**src/rtl/i2c_slave_regfile_if.sv**
```systemverilog
// rtl/i2c_slave_regfile_if.sv - pad and write-strobe bundle for i2c_slave_regfile
interface i2c_slave_regfile_if #(
    parameter int PW = 4
);
    logic          scl_i;
    logic          sda_i;
    logic          sda_oe_o;
    logic          busy_o;
    logic          wr_stb_o;
    logic [PW-1:0] wr_addr_o;
    logic [7:0]    wr_data_o;

    modport slave (
        input  scl_i, sda_i,
        output sda_oe_o, busy_o, wr_stb_o, wr_addr_o, wr_data_o
    );

    modport master (
        output scl_i, sda_i,
        input  sda_oe_o, busy_o, wr_stb_o, wr_addr_o, wr_data_o
    );
endinterface

```
**src/rtl/i2c_slave_regfile.sv**
```systemverilog
// rtl/i2c_slave_regfile.sv - I2C slave with pointer-addressed byte register file
module i2c_slave_regfile #(
    parameter logic [6:0] SLAVE_ADDR = 7'h50,
    parameter int         NUM_REGS   = 16
) (
    input logic                wb_clk_i,
    input logic                wb_rst_i,
    i2c_slave_regfile_if.slave bus
);
    localparam int PW = $clog2(NUM_REGS);
    localparam logic [PW-1:0] PTR_ONE = 1;

    localparam logic [3:0] ST_IDLE      = 4'd0;
    localparam logic [3:0] ST_ADDR      = 4'd1;
    localparam logic [3:0] ST_ADDR_ACK  = 4'd2;
    localparam logic [3:0] ST_PTR       = 4'd3;
    localparam logic [3:0] ST_PTR_ACK   = 4'd4;
    localparam logic [3:0] ST_WDATA     = 4'd5;
    localparam logic [3:0] ST_WDATA_ACK = 4'd6;
    localparam logic [3:0] ST_RDATA     = 4'd7;
    localparam logic [3:0] ST_RDATA_ACK = 4'd8;

    logic [2:0]    scl_sync_q, sda_sync_q;
    logic [3:0]    state_q, state_d;
    logic [3:0]    cnt_q, cnt_d;
    logic [7:0]    shift_q, shift_d;
    logic [PW-1:0] ptr_q, ptr_d;
    logic          oe_q, oe_d;
    logic          busy_q, busy_d;
    logic          stb_q, stb_d;
    logic [PW-1:0] waddr_q, waddr_d;
    logic [7:0]    wdata_q, wdata_d;
    logic [7:0]    regs_q [NUM_REGS];
    logic          reg_we;

    logic scl_s, sda_s, scl_rise, scl_fall, sda_rise, sda_fall, start, stop;
    logic [PW-1:0] ptr_inc;
    logic [7:0]    rx_byte, rd_cur, rd_next;

    // Stage [1] is the synchronized level, stage [2] its one-cycle history.
    always_ff @(posedge wb_clk_i or posedge wb_rst_i) begin
        if (wb_rst_i) begin
            scl_sync_q <= 3'b111;
            sda_sync_q <= 3'b111;
        end else begin
            scl_sync_q <= {scl_sync_q[1:0], bus.scl_i};
            sda_sync_q <= {sda_sync_q[1:0], bus.sda_i};
        end
    end

    assign scl_s    = scl_sync_q[1];
    assign sda_s    = sda_sync_q[1];
    assign scl_rise = scl_sync_q[1] & ~scl_sync_q[2];
    assign scl_fall = ~scl_sync_q[1] & scl_sync_q[2];
    assign sda_rise = sda_sync_q[1] & ~sda_sync_q[2];
    assign sda_fall = ~sda_sync_q[1] & sda_sync_q[2];
    assign start    = sda_fall & scl_s;
    assign stop     = sda_rise & scl_s;

    assign ptr_inc = ptr_q + PTR_ONE;
    assign rx_byte = {shift_q[6:0], sda_s};
    assign rd_cur  = regs_q[ptr_q];
    assign rd_next = regs_q[ptr_inc];

    always_comb begin
        state_d = state_q;
        cnt_d   = cnt_q;
        shift_d = shift_q;
        ptr_d   = ptr_q;
        oe_d    = oe_q;
        busy_d  = busy_q;
        stb_d   = 1'b0;
        waddr_d = waddr_q;
        wdata_d = wdata_q;
        reg_we  = 1'b0;
        if (start) begin
            state_d = ST_ADDR;
            cnt_d   = 4'd0;
            oe_d    = 1'b0;
            busy_d  = 1'b0;
        end else if (stop) begin
            state_d = ST_IDLE;
            cnt_d   = 4'd0;
            oe_d    = 1'b0;
            busy_d  = 1'b0;
        end else begin
            case (state_q)
                ST_ADDR: begin
                    if (scl_rise) begin
                        shift_d = rx_byte;
                        cnt_d   = cnt_q + 4'd1;
                        if (cnt_q == 4'd7) begin
                            cnt_d = 4'd8;
                            if (rx_byte[7:1] == SLAVE_ADDR) begin
                                state_d = ST_ADDR_ACK;
                                busy_d  = 1'b1;
                            end else begin
                                state_d = ST_IDLE;
                            end
                        end
                    end
                end
                ST_PTR, ST_WDATA: begin
                    if (scl_rise) begin
                        shift_d = rx_byte;
                        cnt_d   = cnt_q + 4'd1;
                        if (cnt_q == 4'd7) begin
                            cnt_d = 4'd8;
                            if (state_q == ST_PTR) begin
                                ptr_d   = rx_byte[PW-1:0];
                                state_d = ST_PTR_ACK;
                            end else begin
                                reg_we  = 1'b1;
                                stb_d   = 1'b1;
                                waddr_d = ptr_q;
                                wdata_d = rx_byte;
                                ptr_d   = ptr_inc;
                                state_d = ST_WDATA_ACK;
                            end
                        end
                    end
                end
                // First fall opens the ACK slot, the second one (SDA already held) closes it.
                ST_ADDR_ACK, ST_PTR_ACK, ST_WDATA_ACK: begin
                    if (scl_fall) begin
                        if (!oe_q) begin
                            oe_d = 1'b1;
                        end else begin
                            cnt_d = 4'd0;
                            oe_d  = 1'b0;
                            if (state_q == ST_ADDR_ACK && shift_q[0]) begin
                                shift_d = rd_cur;
                                oe_d    = ~rd_cur[7];
                                state_d = ST_RDATA;
                            end else if (state_q == ST_ADDR_ACK) begin
                                state_d = ST_PTR;
                            end else begin
                                state_d = ST_WDATA;
                            end
                        end
                    end
                end
                ST_RDATA: begin
                    if (scl_rise) begin
                        cnt_d = cnt_q + 4'd1;
                    end else if (scl_fall) begin
                        if (cnt_q == 4'd8) begin
                            oe_d    = 1'b0;
                            state_d = ST_RDATA_ACK;
                        end else begin
                            shift_d = {shift_q[6:0], 1'b0};
                            oe_d    = ~shift_q[6];
                        end
                    end
                end
                // A master ACK restarts the counter; the following fall reloads the next byte.
                ST_RDATA_ACK: begin
                    if (scl_rise) begin
                        if (sda_s) begin
                            state_d = ST_IDLE;
                        end else begin
                            cnt_d = 4'd0;
                        end
                    end else if (scl_fall && cnt_q == 4'd0) begin
                        ptr_d   = ptr_inc;
                        shift_d = rd_next;
                        oe_d    = ~rd_next[7];
                        state_d = ST_RDATA;
                    end
                end
                default: ;
            endcase
        end
    end

    always_ff @(posedge wb_clk_i or posedge wb_rst_i) begin
        if (wb_rst_i) begin
            state_q <= ST_IDLE;
            cnt_q   <= 4'd0;
            shift_q <= 8'h00;
            ptr_q   <= '0;
            oe_q    <= 1'b0;
            busy_q  <= 1'b0;
            stb_q   <= 1'b0;
            waddr_q <= '0;
            wdata_q <= 8'h00;
        end else begin
            state_q <= state_d;
            cnt_q   <= cnt_d;
            shift_q <= shift_d;
            ptr_q   <= ptr_d;
            oe_q    <= oe_d;
            busy_q  <= busy_d;
            stb_q   <= stb_d;
            waddr_q <= waddr_d;
            wdata_q <= wdata_d;
        end
    end

    always_ff @(posedge wb_clk_i or posedge wb_rst_i) begin
        if (wb_rst_i) begin
            for (int i = 0; i < NUM_REGS; i++) begin
                regs_q[i] <= 8'h00;
            end
        end else if (reg_we) begin
            regs_q[ptr_q] <= rx_byte;
        end
    end

    assign bus.sda_oe_o  = oe_q;
    assign bus.busy_o    = busy_q;
    assign bus.wr_stb_o  = stb_q;
    assign bus.wr_addr_o = waddr_q;
    assign bus.wr_data_o = wdata_q;
endmodule

```
**src/flat_wrapper.sv**
```systemverilog
// flat-port wrapper written by rule: the top's interface ports become plain ports
module i2c_slave_regfile_flat 
#(
    parameter logic [6:0] SLAVE_ADDR = 7'h50,
    parameter int         NUM_REGS   = 16
)
  (wb_clk_i, wb_rst_i, bus_scl_i, bus_sda_i, bus_sda_oe_o, bus_busy_o, bus_wr_stb_o, bus_wr_addr_o, bus_wr_data_o);
  i2c_slave_regfile_if #(.PW(4)) bus_i ();
  input logic wb_clk_i;
  input logic wb_rst_i;
  input wire logic [$bits(bus_i.scl_i)-1:0] bus_scl_i;
  input wire logic [$bits(bus_i.sda_i)-1:0] bus_sda_i;
  output wire logic [$bits(bus_i.sda_oe_o)-1:0] bus_sda_oe_o;
  output wire logic [$bits(bus_i.busy_o)-1:0] bus_busy_o;
  output wire logic [$bits(bus_i.wr_stb_o)-1:0] bus_wr_stb_o;
  output wire logic [$bits(bus_i.wr_addr_o)-1:0] bus_wr_addr_o;
  output wire logic [$bits(bus_i.wr_data_o)-1:0] bus_wr_data_o;
  assign bus_i.scl_i = bus_scl_i;
  assign bus_i.sda_i = bus_sda_i;
  assign bus_sda_oe_o = bus_i.sda_oe_o;
  assign bus_busy_o = bus_i.busy_o;
  assign bus_wr_stb_o = bus_i.wr_stb_o;
  assign bus_wr_addr_o = bus_i.wr_addr_o;
  assign bus_wr_data_o = bus_i.wr_data_o;
  i2c_slave_regfile #(.SLAVE_ADDR(SLAVE_ADDR), .NUM_REGS(NUM_REGS)) u_core (.wb_clk_i(wb_clk_i), .wb_rst_i(wb_rst_i), .bus(bus_i));
endmodule
```
**config.mk**
```make
export PLATFORM = sky130hd
export DESIGN_NAME = i2c_slave_regfile_flat
export DESIGN_NICKNAME = d
export VERILOG_FILES = /design/src/rtl/i2c_slave_regfile_if.sv /design/src/rtl/i2c_slave_regfile.sv /design/src/flat_wrapper.sv
export SDC_FILE = /design/constraint.sdc
export NUM_CORES = 1
export LEC_CHECK = 0
export CORE_ASPECT_RATIO = 0.5
export CORE_MARGIN = 2
export CORE_UTILIZATION = 53
export DETAILED_ROUTE_END_ITERATION = 8
export DONT_BUFFER_PORTS = 1
export GPL_ROUTABILITY_DRIVEN = 1
export PLACE_DENSITY = 0.7
export SETUP_SLACK_MARGIN = 0.4
export SYNTH_ARGS = -nofsm -noshare
export SYNTH_HDL_FRONTEND = slang
export SYNTH_SLANG_ARGS = --single-unit
```
**constraint.sdc**
```tcl
create_clock -name wb_clk_i -period 5.24 [get_ports wb_clk_i]
set_input_delay 1.048 -clock wb_clk_i [delete_from_list [all_inputs] [get_ports wb_clk_i]]
set_output_delay 1.048 -clock wb_clk_i [all_outputs]
set_load 0.005 [all_outputs]
```
==> results of run 1 <==
state kept, by name, indices dropped and copies added (netlist names):
signal and count:
u_core.state_q 4, u_core.cnt_q 4, u_core.regs_q 128, u_core.bus.wr_data_o 8
u_core.bus.sda_oe_o 1, u_core.sda_sync_q 3, u_core.bus.busy_o 1, u_core.bus.wr_addr_o 4
u_core.scl_sync_q 3, u_core.shift_q 7, u_core.bus.wr_stb_o 1, u_core.ptr_q 4
power groups by stage:
stage,clock (uW),sequential [uW],combinational [uW]
after floorplan,0,1420,544
after global placement,0,1580,562
after detailed placement,0,1580,571
after CTS,1300,1550,575
after global routing,1360,1570,639
final,1280,1560,580
synthesized netlist by cell type, types with 9 or more instances:
library cell	count	area, um2
buf_2	23	115
o21ai_0	15	75.1
nand3_1	9	45.0
mux2i_1	18	180
mux2_2	137	1540
clkbuf_1	26	97.6
dfrtp_1	162	4050
nor2_1	27	101
a21oi_1	31	155
nand2_1	48	180
mux4_2	65	1460
cell families (layout without fill, tap and decap cells):
family | Yosys count | count (layout) | share of synthesized area [%]
AND/OR/NAND/NOR | 131 | 131 | 7.33
buffers and inverters | 62 | 50 | 2.98
multiplexers | 222 | 222 | 35.5
flip-flops | 168 | 168 | 46.6
XOR/XNOR | 3 | 3 | 0.374
AO/OA/AOI/OAI | 90 | 90 | 6.34
adder cells (fa/ha/maj) | 6 | 6 | 0.831
per-stage QoR:
step | hold WS [ns] | total power, uW | utilization (%) | setup slack [ns] | area (um2)
floorplan | 0.345 | 1960 | - | 1.93 | 9040
detailed placement | 0.347 | 2150 | 55.6 | 1.61 | 9180
global placement | 0.346 | 2140 | 55.6 | 1.69 | 9180
CTS | 0.357 | 3430 | 59.2 | 1.56 | 9770
global route | 0.358 | 3570 | 59.2 | 1.33 | 9770
finish | 0.356 | 3420 | 59.2 | 1.53 | 9770
critical path, cell delays in order (launching register included):
cell and delay [ns]:
dfrtp_2 0.67, buf_4 0.45, ha_1 0.46, xor2_2 0.71, buf_4 0.32, mux4_2 0.30, mux2_2 0.28, o211ai_1 0.18
nor2_1 0.07, nor3_1 0.16
per-layer routing:
metal	vias up	share of wire [%]
li1	2533	-
met1	3148	43
met2	275	46
met3	41	9.1
met4	0	2.3
met5	-	0
worst paths after layout:
check                                     start                   end  slack, ns  cells past startpoint
setup reg to reg                u_core.ptr_q[1]   u_core.bus.sda_oe_o       1.53                      9
hold / removal             u_core.scl_sync_q[0]  u_core.scl_sync_q[1]       0.36                      0
setup / recovery                u_core.ptr_q[1]   u_core.bus.sda_oe_o       1.53                      9
max in group asynchronous              wb_rst_i       u_core.ptr_q[1]       3.78                      2
hold reg to reg            u_core.scl_sync_q[0]  u_core.scl_sync_q[1]       0.36                      0
min in group asynchronous              wb_rst_i       u_core.cnt_q[3]       0.71                      2
final cells by class:
| cell class | count | area [um2] | share of cell area, % |
|---|---|---|---|
| repair buffers | 9 | 80.1 | 0.819 |
| flip-flops and latches | 168 | 4220 | 43.1 |
| well taps | 227 | 284 | 2.91 |
| clock buffers | 18 | 439 | 4.49 |
| inverters | 9 | 37.5 | 0.384 |
| clock inverters | 14 | 156 | 1.60 |
| multi-input cells | 452 | 4560 | 46.7 |
layout by cell type, fill, tap and decap left out, types with 2 or more instances in the layout:
master / Yosys / routed
buf_4: 2 / 8
mux2_2: 137 / 137
and3b_1: 3 / 3
nand2_2: 8 / 8
clkbuf_16: 0 / 17
dfrtp_2: 0 / 3
o211ai_1: 5 / 5
o21a_1: 2 / 2
o21ai_0: 15 / 15
nand3_1: 9 / 9
nand2_1: 48 / 48
a31o_2: 2 / 2
dfrtp_1: 162 / 159
nand4_1: 6 / 6
a31oi_1: 6 / 6
or2_2: 2 / 2
inv_1: 8 / 7
o21ai_1: 2 / 2
mux2i_1: 18 / 18
mux4_2: 65 / 65
nor3_1: 3 / 2
inv_8: 0 / 3
a211o_1: 2 / 2
nor2_1: 27 / 27
inv_6: 0 / 6
dfstp_2: 6 / 6
clkinvlp_4: 0 / 3
nand3b_1: 3 / 3
nand2b_1: 5 / 5
ha_1: 6 / 5
nor2b_1: 4 / 4
a21oi_1: 31 / 31
a2111oi_0: 6 / 6
o22ai_1: 8 / 8
or3_1: 2 / 2
nor3b_1: 2 / 2
mux2_1: 2 / 2
==> results.ini, run 1 <==
[final_layout]
diodes = 0
nFillCells = 1244
final_nets = 667
layout-drive-gt1-share_pct = 40.9
stdcell_count = 897
area_delta_synth_final_pct = 8.19

[power]
p_leak_uw = 0.00427
p_seq_share_pct = 45.5
power_density_nw_per_um2 = 350
p_sw_uw = 1170
ir_drop_mv = 0.172
intPower_uw = 2250
p_clk_share_pct = 37.5
pwr-share-comb_pct = 17.0
swShare_pct = 34.2

[global_route]
grt_pass1_vias = 5886
grt_antenna_before_repair = 0
use_met1_pct = 35.3
grt_max_degree = 169
met3_usage_pct = 8.35
busiest_layer = met2
grt_usage_pct = 26.1
grt_remaining_overflow = 0
grt_pass1_wl_um = 34700
met2_usage_pct = 39.8

[critical_path]
critPathArrivalTime_ns = 4.06
path_max_fanout = 21
setup.worst_path.start_class = flip-flop
crit_type = flip-flop to flip-flop
critPathRequiredTime_ns = 5.59
endpoint_kind = flip-flop

[route]
vias = 5997
post_drt_wl_per_cell_um = 24.6
drtIter0Drc = 576
post-route-drc-count = 0
ant_nets = 0
viasPerCell = 6.69
dr.pass1.iters = 5
wl_um = 22000

[status]
outcome = completed

[timing]
finalCritPeriodShare_pct = 70.8
slew_violations = 0
setup_viol = 0
hold_viol_final = 0
fin_skew_ns = 0.0111
worstMarginPinSlew_ns = 1.27
worst_slew_margin_rel_pct = 15.3
setup_tns_ns = 0
max_freq_mhz = 270
fin_crit_ns = 3.71
rsz0062_at_grt = false

[hold_path]
hold_class = flip-flop to flip-flop

[floorplan]
coreArea_um2 = 16500
die_h_um = 96.3
die_area_um2 = 18200
num_rows = 33
io-pin-count = 19
die_w_um = 189
initial_utilization_pct = 54.7

[logic_synthesis]
synth_fp_nets = 692
synth_edf_count = 0
synth_warnings = 0
async_flop_share_pct = 100
avgSynthCellArea_um2 = 13.2
ys_seq_area_share_pct = 46.6
synthFlopType = dfrtp_1
netlist-cell-type-count = 59
netlist_area_um2 = 9030
syn_inst = 682
yosys_register_bits = 168

[cts]
cts_setup_buffers = 0
cts_hold_buf = 0
numClockSinks = 168
clockBufferDepth = 2
clock_latency_ns = 0.44
clockRootBuffer = clkbuf_16
clk_pin_slew_worst_paths_ns = 0.07
h-tree-depth = 4
cts_resized = 0
numCtsBuffers = 17
cts_tree = yes

[place]
port_buffers = 0
dp_hpwl_um = 13600
dpl.cell_count = 865
gp_congestion = 0.859

[flow_run]
cap_violations = 0

Note: power is estimated with default switching activity, not from simulation.
==> run 2: changes to the inputs <==
- PLACE_DENSITY: 0.7 -> 0.67
- clock period: 5.24 -> 3.9 ns (I/O delays scaled with it)
==> results.ini, run 2 (synthesis results as in run 1) <==
[critical_path]
path_max_fanout = 25
critPathRequiredTime_ns = 4.20
max_stage_delay_ns = 0.85
slowest_stage = dfstp_2
crit_type = flip-flop to flip-flop
critPathArrivalTime_ns = 3.35
crit_chain = nor2b_1 > o21a_1 > nor3_2 > and3b_1 > nand2_1 > mux2_2
endpoint_kind = flip-flop
setup.worst_path.start_class = flip-flop

[timing]
max_freq_mhz = 329
worst_slew_margin_rel_pct = 42.8
final.setup.worst_slack_ns = 0.858
slew_violations = 0
hold_viol_final = 0
rsz0062_at_grt = false
setup_tns_ns = 0
finalCritPeriodShare_pct = 78.0
fin_crit_ns = 3.04
fin_skew_ns = 0.0126
worstMarginPinSlew_ns = 0.850
setup_viol = 0

[route]
post_drt_wl_per_cell_um = 24.7
drtIter0Drc = 428
post-route-drc-count = 0
viasPerCell = 6.58
dr.pass1.iters = 5
wl_um = 22400
vias = 5951
ant_nets = 0

[final_layout]
largest_reg_flops = 128
final_nets = 675
mostFrequentLayoutCell = dfrtp_1
layout_common_cells = dfrtp_1, mux2_2, mux4_2
diodes = 0
area_delta_synth_final_pct = 9.03
largest-register = u_core.regs_q
stdcell_count = 905
layout-drive-gt1-share_pct = 41.3

[place]
port_buffers = 0
dpl.cell_count = 873
dp_slack_ns = 0.935
dp_hpwl_um = 14500
gp_congestion = 0.906

[power]
p_clk_share_pct = 37.1
intPower_uw = 3100
p_seq_share_pct = 43.5
power_density_nw_per_um2 = 470
pwr-share-comb_pct = 19.4
p_sw_uw = 1530
ir_drop_mv = 0.283
swShare_pct = 33.0
p_leak_uw = 0.00430

[flow_run]
cap_violations = 0

[cts]
clockRootBuffer = clkbuf_16
h-tree-depth = 4
numClockSinks = 168
cts_resized = 0
cts_setup_buffers = 0
cts_hold_buf = 0
clockBufferDepth = 2
numCtsBuffers = 17
clock_latency_ns = 0.43
clk_pin_slew_worst_paths_ns = 0.07
cts_tree = yes

[global_route]
grt_max_degree = 56
grt_antenna_before_repair = 0
grt_usage_pct = 26.5
grt_pass1_wl_um = 35400
grt_pass1_vias = 5893
grt_remaining_overflow = 0

[hold_path]
hold_class = input pin to flip-flop

[floorplan]
die_h_um = 96.3
io-pin-count = 19
num_rows = 33
initial_utilization_pct = 54.7
coreArea_um2 = 16500
die_w_um = 189
die_area_um2 = 18200

[status]
outcome = completed

## run 2: area by class of cell
class	count	area, um2
fill	1237	6670
clock inverter	12	140
inverter	9	37.5
timing repair buffer	17	165
sequential	168	4220
multi-input combinational	452	4560
clock buffer	20	447
tap	227	284
## run 2: critical path, delay by kind of cell (launching register included)
family	cells	cell delay (ns)
flops	1	0.85
mux	1	0.45
simple gates	4	1.36
compound gates	1	0.26
## run 2: metrics by stage
step	area [um2]	utilization (%)	hold slack (ns)	power [uW]
finish	9850	59.6	0.346	4630
global route	9850	59.6	0.318	4830
CTS	9850	59.6	0.330	4640
detailed placement	9260	56.1	0.347	2930
global placement	9260	56.1	0.346	2910
floorplan	9040	-	0.345	2630
## run 2: final timing paths
kind,start,end,slack [ns],cells after the start
max,u_core.sda_sync_q[1],u_core.regs_q[53],0.86,6
min,bus_sda_i,u_core.sda_sync_q[0],0.35,0
max reg2reg,u_core.sda_sync_q[1],u_core.regs_q[53],0.86,6
min reg2reg,u_core.scl_sync_q[0],u_core.scl_sync_q[1],0.36,0
max in group asynchronous,wb_rst_i,u_core.regs_q[68],2.67,2
min in group asynchronous,wb_rst_i,u_core.cnt_q[3],0.38,1
## run 2: routing by layer
metal  routed length (um)  share of wire, %  vias to the layer above  GRT usage (%)
li1                     -                 -                     2550              -
met1                10000                45                     3152           36.8
met2                10300                46                      223           40.9
met3                 1760               7.9                       26           8.17
met4                  247               1.1                        0           7.16
met5                    0                 0                        -              0
## run 2: power by group through the flow
| stage | logic (uW) | clock network (uW) | registers (uW) |
|---|---|---|---|
| CTS | 891 | 1740 | 2010 |
| global placement | 874 | 0 | 2040 |
| global route | 985 | 1810 | 2030 |
| detailed placement | 887 | 0 | 2040 |
| floorplan | 731 | 0 | 1900 |
| finish | 900 | 1720 | 2010 |
==> run 3: changes to the inputs <==
- PLACE_DENSITY: 0.67 -> 0.7
- clock period: 3.9 -> 2.6 ns (I/O delays scaled with it)
==> results.ini, run 3 (synthesis results as in run 1) <==
[power]
swShare_pct = 33.8
pwr-share-comb_pct = 25.2
p_sw_uw = 2450
p_leak_uw = 0.00475
power_density_nw_per_um2 = 679
intPower_uw = 4800
total_power_uw = 7250
ir_drop_mv = 0.468
p_seq_share_pct = 40.0
p_clk_share_pct = 34.8

[critical_path]
setup.worst_path.start_class = flip-flop
slowest_stage = mux4_2
endpoint = u_core.shift_q[5]
path_max_fanout = 9
critPathTopFamily = multiplexers
startpoint = u_core.ptr_q[0]
critPathRequiredTime_ns = 2.88
max_stage_delay_ns = 0.52
rrSetupSlack_ns = 0.21
path_buf_inv = 2
r2r_start = u_core.ptr_q[0]
critPathArrivalTime_ns = 2.67
crit_chain = inv_8 > ha_4 > buf_12 > mux4_2 > mux2i_1 > o22ai_1 > a2111oi_2 > a21oi_1
reg2reg_depth = 8
rr_endpoint = u_core.shift_q[5]
endpoint_kind = flip-flop
cp.depth = 8
crit_type = flip-flop to flip-flop

[final_layout]
largest_reg_flops = 128
multi_input_area_um2 = 4810
seqCellArea_um2 = 4220
diodes = 0
largest-register = u_core.regs_q
area_delta_synth_final_pct = 18.1
final_nets = 731
layout_common_cells = dfrtp_1, mux2_2, mux4_2
layout-drive-gt1-share_pct = 50.3
post-route-util_pct = 64.6
mostFrequentLayoutCell = dfrtp_1
nFillCells = 1156

[cts]
h-tree-depth = 4
clockRootBuffer = clkbuf_16
clk_pin_slew_worst_paths_ns = 0.07
numCtsBuffers = 17
clock_latency_ns = 0.43
numClockSinks = 168
clockBufferDepth = 2
cts_tree = yes

[timing]
fin_skew_ns = 0.00958
worst_slew_margin_rel_pct = 47.3
worstMarginPinSlew_ns = 0.788
max_freq_mhz = 419
finalCritPeriodShare_pct = 91.8
setup_viol = 0
hold_viol_final = 0
slew_violations = 0
setup_tns_ns = 0
fin_crit_ns = 2.39
rsz0062_at_grt = true

[floorplan]
die_w_um = 189
coreArea_um2 = 16500
die_h_um = 96.3
die_area_um2 = 18200
initial_utilization_pct = 54.7
num_rows = 33
io-pin-count = 19

[global_route]
grt_pass1_vias = 6376
grt_max_degree = 52
grt_remaining_overflow = 0
grt_usage_pct = 27.7
grt_pass1_wl_um = 37100
grt_antenna_before_repair = 0

[place]
dp_hpwl_um = 15400
gp_congestion = 0.920
port_buffers = 0

[hold_path]
min_from = bus_scl_i
hold_class = input pin to flip-flop

[route]
ant_nets = 0
wl_um = 24000
drtIter0Drc = 673
post_drt_wl_per_cell_um = 24.9
viasPerCell = 6.64
post-route-drc-count = 0
dr.pass1.iters = 6
vias = 6380

[flow_run]
cap_violations = 0

[status]
outcome = completed

[run 3: worst register-to-register path, cell delays in order (launching register included)]
cell and delay [ns]:
dfrtp_2 0.45, inv_8 0.04, ha_4 0.33, buf_12 0.17, mux4_2 0.52, mux2i_1 0.17
o22ai_1 0.12, a2111oi_2 0.29, a21oi_1 0.16
[run 3: final cells by class]
type	instances	area share [%]
Multi-Input combinational cell	452	45.0
Sequential cell	168	39.5
Timing Repair Buffer	73	7.00
Clock buffer	19	4.15
Tap cell	227	2.66
Clock inverter	13	1.22
Inverter	9	0.422
[run 3: metrics by stage]
stage	area (um2)	std cells	hold WS [ns]	setup slack [ns]
finish	10700	961	0.0853	0.212
global route	10700	961	0.0763	0.194
CTS	10500	954	0.0813	0.273
detailed placement	9510	897	0.360	0.0713
global placement	9510	897	0.362	0.0448
floorplan	9140	682	0.345	-0.0558
[run 3: metal layers]
metal  global-route usage [%]  part of all wire, %  up-vias
li1                         -                    -     2682
met1                     36.4                   42     3304
met2                     46.0                   47      323
met3                     6.67                  8.1       71
met4                     9.24                  2.7        0
met5                        0                    0        -
[run 3: power by group through the flow]
stage                     Clock, uW  Combinational (uW)  Sequential [uW]
after floorplan                   0                1130             2850
after global placement            0                1520             2930
after detailed placement          0                1530             2940
after CTS                      2530                1700             2890
after global routing           2640                1950             2910
final                          2520                1830             2900
[run 3: how the worst min path moves through the flow]
stage	cells after the start	endpoint
floorplan	0	u_core.scl_sync_q[1]
global placement	0	u_core.sda_sync_q[1]
detailed placement	0	u_core.sda_sync_q[1]
CTS	0	u_core.scl_sync_q[0]
global route	0	u_core.scl_sync_q[0]
finish	0	u_core.scl_sync_q[0]
[run 3: repair_timing]
| item | 4_1_cts | 5_1_grt |
|---|---|---|
| hold buffers | 0 | 0 |
| gates cloned | 2 | 0 |
| hold endpoints to repair | 0 | 0 |
| resized for setup | 43 | 26 |
| pin swaps | 7 | 4 |
| setup endpoints to repair | 136 | 133 |
| setup buffers | 23 | 7 |
